$ cat src/rtl/apu_pulse.sv
// NES-style pulse channel: duty sequencer, length counter, envelope and sweep
// driven from decoded pulse registers, producing a registered 4-bit sample.
module apu_pulse #(
    parameter bit SWEEP_ONES = 1'b1
) (
    input  logic       clk,
    input  logic       rst,
    input  logic       apu_ce,
    input  logic       quarter_frame,
    input  logic       half_frame,
    input  logic       enable,
    input  logic [7:0] reg_0,
    input  logic [7:0] reg_1,
    input  logic [7:0] reg_2,
    input  logic [7:0] reg_3,
    input  logic [3:0] reg_wr,
    output logic [3:0] pulse_out,
    output logic       active
);

    logic [10:0] period_q, period_d;
    logic [10:0] timer_q, timer_d;
    logic [2:0]  step_q, step_d;
    logic [7:0]  length_q, length_d;
    logic [3:0]  decay_q, decay_d;
    logic [3:0]  env_div_q, env_div_d;
    logic        env_start_q, env_start_d;
    logic [2:0]  sweep_div_q, sweep_div_d;
    logic        sweep_reload_q, sweep_reload_d;
    logic [3:0]  pulse_q, pulse_d;
    logic        active_q, active_d;

    logic [1:0]  duty;
    logic        halt, const_vol, sw_en, sw_neg;
    logic [3:0]  vol_v;
    logic [2:0]  sw_p, sw_s;
    logic [11:0] delta, target;
    logic        mute, seq_bit;
    logic [7:0]  duty_pat, len_lut;
    logic [3:0]  volume;

    assign duty      = reg_0[7:6];
    assign halt      = reg_0[5];
    assign const_vol = reg_0[4];
    assign vol_v     = reg_0[3:0];
    assign sw_en     = reg_1[7];
    assign sw_p      = reg_1[6:4];
    assign sw_neg    = reg_1[3];
    assign sw_s      = reg_1[2:0];

    assign delta = {1'b0, period_q >> sw_s};

    always_comb begin
        if (sw_neg) begin
            target = {1'b0, period_q} - delta - (SWEEP_ONES ? 12'd1 : 12'd0);
        end else begin
            target = {1'b0, period_q} + delta;
        end
    end

    // target[11] set means the add overflowed past 0x7FF
    assign mute = (period_q < 11'd8) || (!sw_neg && target[11]);

    always_comb begin
        unique case (duty)
            2'd0: duty_pat = 8'b0000_0010;
            2'd1: duty_pat = 8'b0000_0110;
            2'd2: duty_pat = 8'b0001_1110;
            default: duty_pat = 8'b1111_1001;
        endcase
    end

    assign seq_bit = duty_pat[step_q];
    assign volume  = const_vol ? vol_v : decay_q;

    always_comb begin
        case (reg_3[7:3])
            5'd0:  len_lut = 8'd10;   5'd1:  len_lut = 8'd254;
            5'd2:  len_lut = 8'd20;   5'd3:  len_lut = 8'd2;
            5'd4:  len_lut = 8'd40;   5'd5:  len_lut = 8'd4;
            5'd6:  len_lut = 8'd80;   5'd7:  len_lut = 8'd6;
            5'd8:  len_lut = 8'd160;  5'd9:  len_lut = 8'd8;
            5'd10: len_lut = 8'd60;   5'd11: len_lut = 8'd10;
            5'd12: len_lut = 8'd14;   5'd13: len_lut = 8'd12;
            5'd14: len_lut = 8'd26;   5'd15: len_lut = 8'd14;
            5'd16: len_lut = 8'd12;   5'd17: len_lut = 8'd16;
            5'd18: len_lut = 8'd24;   5'd19: len_lut = 8'd18;
            5'd20: len_lut = 8'd48;   5'd21: len_lut = 8'd20;
            5'd22: len_lut = 8'd96;   5'd23: len_lut = 8'd22;
            5'd24: len_lut = 8'd192;  5'd25: len_lut = 8'd24;
            5'd26: len_lut = 8'd72;   5'd27: len_lut = 8'd26;
            5'd28: len_lut = 8'd16;   5'd29: len_lut = 8'd28;
            5'd30: len_lut = 8'd32;   default: len_lut = 8'd30;
        endcase
    end

    always_comb begin
        period_d       = period_q;
        timer_d        = timer_q;
        step_d         = step_q;
        length_d       = length_q;
        decay_d        = decay_q;
        env_div_d      = env_div_q;
        env_start_d    = env_start_q;
        sweep_div_d    = sweep_div_q;
        sweep_reload_d = sweep_reload_q;

        if (apu_ce) begin
            if (timer_q == 11'd0) begin
                timer_d = period_q;
                step_d  = step_q + 3'd1;
            end else begin
                timer_d = timer_q - 11'd1;
            end
        end
        if (reg_wr[3]) step_d = 3'd0;

        if (!enable) begin
            length_d = 8'd0;
        end else if (reg_wr[3]) begin
            length_d = len_lut;
        end else if (half_frame && length_q != 8'd0 && !halt) begin
            length_d = length_q - 8'd1;
        end

        if (quarter_frame) begin
            if (env_start_q) begin
                env_start_d = 1'b0;
                decay_d     = 4'd15;
                env_div_d   = vol_v;
            end else if (env_div_q == 4'd0) begin
                env_div_d = vol_v;
                if (decay_q != 4'd0) decay_d = decay_q - 4'd1;
                else if (halt)       decay_d = 4'd15;
            end else begin
                env_div_d = env_div_q - 4'd1;
            end
        end
        if (reg_wr[3]) env_start_d = 1'b1;

        if (half_frame) begin
            if (sweep_div_q == 3'd0 && sw_en && sw_s != 3'd0 && !mute) begin
                period_d = target[10:0];
            end
            if (sweep_div_q == 3'd0 || sweep_reload_q) begin
                sweep_div_d    = sw_p;
                sweep_reload_d = 1'b0;
            end else begin
                sweep_div_d = sweep_div_q - 3'd1;
            end
        end
        if (reg_wr[1]) sweep_reload_d = 1'b1;

        // A register write replaces any sweep result from the same cycle
        if (reg_wr[2] || reg_wr[3]) begin
            period_d = {reg_wr[3] ? reg_3[2:0] : period_q[10:8],
                        reg_wr[2] ? reg_2 : period_q[7:0]};
        end

        pulse_d  = (seq_bit && length_q != 8'd0 && !mute) ? volume : 4'd0;
        active_d = (length_q != 8'd0);
    end

    always_ff @(posedge clk) begin
        if (rst) begin
            period_q       <= '0;
            timer_q        <= '0;
            step_q         <= '0;
            length_q       <= '0;
            decay_q        <= '0;
            env_div_q      <= '0;
            env_start_q    <= 1'b0;
            sweep_div_q    <= '0;
            sweep_reload_q <= 1'b0;
            pulse_q        <= '0;
            active_q       <= 1'b0;
        end else begin
            period_q       <= period_d;
            timer_q        <= timer_d;
            step_q         <= step_d;
            length_q       <= length_d;
            decay_q        <= decay_d;
            env_div_q      <= env_div_d;
            env_start_q    <= env_start_d;
            sweep_div_q    <= sweep_div_d;
            sweep_reload_q <= sweep_reload_d;
            pulse_q        <= pulse_d;
            active_q       <= active_d;
        end
    end

    assign pulse_out = pulse_q;
    assign active    = active_q;

endmodule
$ cat config.mk
export PLATFORM = sky130hd
export DESIGN_NAME = apu_pulse
export DESIGN_NICKNAME = d
export VERILOG_FILES = /design/src/rtl/apu_pulse.sv
export SDC_FILE = /design/constraint.sdc
export NUM_CORES = 1
export LEC_CHECK = 0
export ABC_AREA = 1
export BUFFER_PORTS_ARGS = -buffer_cell sky130_fd_sc_hd__buf_2
export CAP_MARGIN = 25
export CELL_PAD_IN_SITES_DETAIL_PLACEMENT = 1
export CELL_PAD_IN_SITES_GLOBAL_PLACEMENT = 1
export CORE_MARGIN = 1.5
export CORE_UTILIZATION = 45
export CTS_BUF_LIST = sky130_fd_sc_hd__clkbuf_16
export CTS_CLUSTER_DIAMETER = 100
export CTS_CLUSTER_SIZE = 28
export DETAILED_ROUTE_END_ITERATION = 8
export PLACE_DENSITY = 0.85
export SLEW_MARGIN = 0
export SYNTH_ARGS = -nofsm -noshare
export SYNTH_HDL_FRONTEND = slang
export SYNTH_SLANG_ARGS = --single-unit
$ cat constraint.sdc
create_clock -name clk -period 6.15 [get_ports clk]
set_input_delay 0 -clock clk [delete_from_list [all_inputs] [get_ports clk]]
set_output_delay 0 -clock clk [all_outputs]
set_load 0.02 [all_outputs]
==> impl_results.md <==
- Post-synthesis simple-gate area fraction: 32.5%
- Root Driver: clkbuf_16
- CTS max path bufs: 2
- Critical path arrival: 3.40 ns
- Pin count of the biggest net entering global routing: 21
- Worst Tran Pin Value: 0.786 ns
- FF+latch count, synth: 51
- Starting DRC count in detailed routing: 227
- Tmin final: 3.17 ns
- Setup bufs post-CTS: 0
- Gr ovfl total: 0
- Worst-path fanout max: 11
- EDFF count, synth: 0
- Die Span X: 105 µm
- Register area: 1020 µm²
- Final hold vios: 0
- Antenna violations before repair: 0
- Final setup viols: 0
- Vias in the first global route: 5117
- Critical Path Start Type: flip-flop
- R2r setup slk: 2.98 ns
- Ys Warns: 0
- Ys flop type: dfxtp_1
- First-pass GRT wire length: 24100 µm
- Slew headroom: 47.5%
- Portion of netlist area occupied by mux cells: 0.426%
- Die Ht: 105 µm
- Synthesized-area fraction occupied by adder cells: 11.0%
- Die Area: 11100 µm²
- TNS Setup: 0 ns
- Required time worst endpoint: 6.38 ns
- Filler cells: 1483
- Switching portion of total power: 43.9%
- CTS sink cnt: 51
- Most frequent cells in the layout: nand2_1 (185), inv_1 (115), nor2_1 (71), o21ai_0 (69), nand3_1 (57)
- # Max-Cap Violations: 0
- Synthesized instance count: 765
- Pint: 758 µW
- Clk_lat worst skew: 0.29 ns
- Post-DR vias/cell: 5.30
- Outcome: finished, final reports clean
- Tcrit/Tclk final: 51.6%
- DRC viols: 0
- Synth cell types: 42
- GRT Total Usage: 26.5%
- Area contributors post-synth: dfxtp_1 (22%), nand2_1 (15%), ha_1 (10%)
- Syn Area/Cell: 6.14 µm²
- P&R area growth vs syn: 9.99%
- Compound-Gate Fraction of Synth Area: 19.2%
- Synthesized area: 4690 µm²
- Clock-pin slew on the worst setup and hold paths: 0.07 ns
- Multi-input logic area: 3070 µm²
- GP Congestion: 0.893
- Max-slew violations: 0
- Synth top area share: 21.7%
- WL per Instance: 15.2 µm
- Crit Path Class: flip-flop to flip-flop
- Pre-antenna DRT Iters: 4
- Proportion of layout cells with a drive suffix above 1: 11.6%
- Antenna Nets Post-Route: 0
- Synth Area in XOR/XNOR: 2.24%
- Power per cell area: 261 nW/µm²
- # IOs: 47
- Async S/R FF share, synth: 0%
- TritonCTS clock tree: done
- Leak Pwr: 0.00262 µW
- Post-Route WL: 14300 µm
- Fin nets: 884
- Most common cell after layout, fill and taps aside: nand2_1
- Yosys top cell by area: dfxtp_1
- Rows: 37
- Core area: 10200 µm²
- Peak VDD IR: 176 µV
- Mapped Nets: 847
- Fin Clk Skew: 0.00519 ns
- RSZ-0062 raised after global routing: false
- Vias: 4977
- Switching power total: 592 µW
- Logic pwr share: 46.9%
- Sequential area share after synthesis: 21.7%
- Max Clock Freq: 315 MHz
- Starting Density: 45.9%
- Clock Power Share: 20.3%
- Total CTS buffers: 5
- Number of port buffers: 45
- Largest family of logic cells by synthesized area: simple AND/OR/NAND/NOR gates
- Hold Path Class: input pin to flip-flop
- Reg power frac: 32.8%
- Hold_ws: 0.0170 ns
- N_diodes: 0
- H-tree Lvls: 2
- Hpwl dp: 11200 µm
- Crit. End Element: flip-flop
- Total power: 1350 µW
==> cells by family after synthesis <==
group,Yosys count
buf+inv,148
flops,51
xor+xnor,12
simple gates,354
compound gates,158
fa+ha+maj,40
mux,2
==> flip-flops by register name, indices dropped and copies added (netlist names), 3 cells and up <==
name and flops:
period_q 11, timer_q 11, length_q 8, decay_q 4, env_div_q 4, pulse_out 4
step_q 3, sweep_div_q 3
==> path summary, 6_finish.rpt <==
path                      start      endpoint  cells after the start
setup / recovery    period_q[9]   period_q[3]                     17
hold / removal    quarter_frame  env_div_q[0]                      2
setup reg to reg    period_q[9]   period_q[3]                     17
hold reg to reg    env_div_q[2]  env_div_q[2]                      2
==> power by group through the flow <==
stage                     logic, µW  registers, µW  clock network [µW]
after detailed placement        614            449                   0
after floorplan                 490            436                   0
after global placement          581            445                   0
final                           633            443                 274
after global routing            721            451                 289
after CTS                       632            442                 277
==> worst max-delay path: stages, from the launching register on <==
cell and delay [ns]:
dfxtp_1 0.45, inv_1 0.15, o21ai_0 0.25, mux2i_1 0.15, o21ai_0 0.28, inv_1 0.11
ha_1 0.32, inv_1 0.12, nand2_1 0.09, nor2_1 0.10, nand3_1 0.16, nand2_2 0.13
nand3_2 0.11, nand4_2 0.12, nand2_2 0.19, inv_1 0.22, nor2_1 0.08, nor2_1 0.10
==> synthesized netlist by cell type (all sizes together) (7+ instances only) <==
master	number
inv	125
o211ai	16
nor3	10
nand2	190
buf	17
nor2	78
o21ai	80
nand4	7
a21oi	47
dfxtp	51
ha	38
nand3	60
xor2	8
==> per-stage QoR <==
step                std cells  cell area, µm²  setup slack [ns]  util, %
detailed placement        924            4960              3.05     48.4
floorplan                 765            4690              3.80        -
finish                    939            5160              2.98     50.5
global route              939            5160              2.62     50.5
CTS                       938            5160              3.02     50.4
global placement          924            4960              3.14     48.4
==> timing repair <==
item	CTS	global route
hold buffers	6	0
resized for setup	0	0
endpoints found under the hold margin	5	0
==> routing by layer <==
metal | track usage [%] | part of all wire, % | up-vias
met5 | 0 | 0 | -
met4 | 7.14 | 1.5 | 0
met3 | 2.25 | 2.3 | 16
met2 | 46.0 | 48 | 76
met1 | 35.2 | 49 | 2343
li1 | - | - | 2542
==> final cells by class <==
type	instances	share of cell area, %
Multi-Input combinational cell	566	59.4
Clock inverter	3	0.291
Inverter	126	9.16
Sequential cell	51	19.8
Clock buffer	5	2.42
Timing Repair Buffer	52	5.67
Tap cell	136	3.30
(Power assumes the default switching activity.)
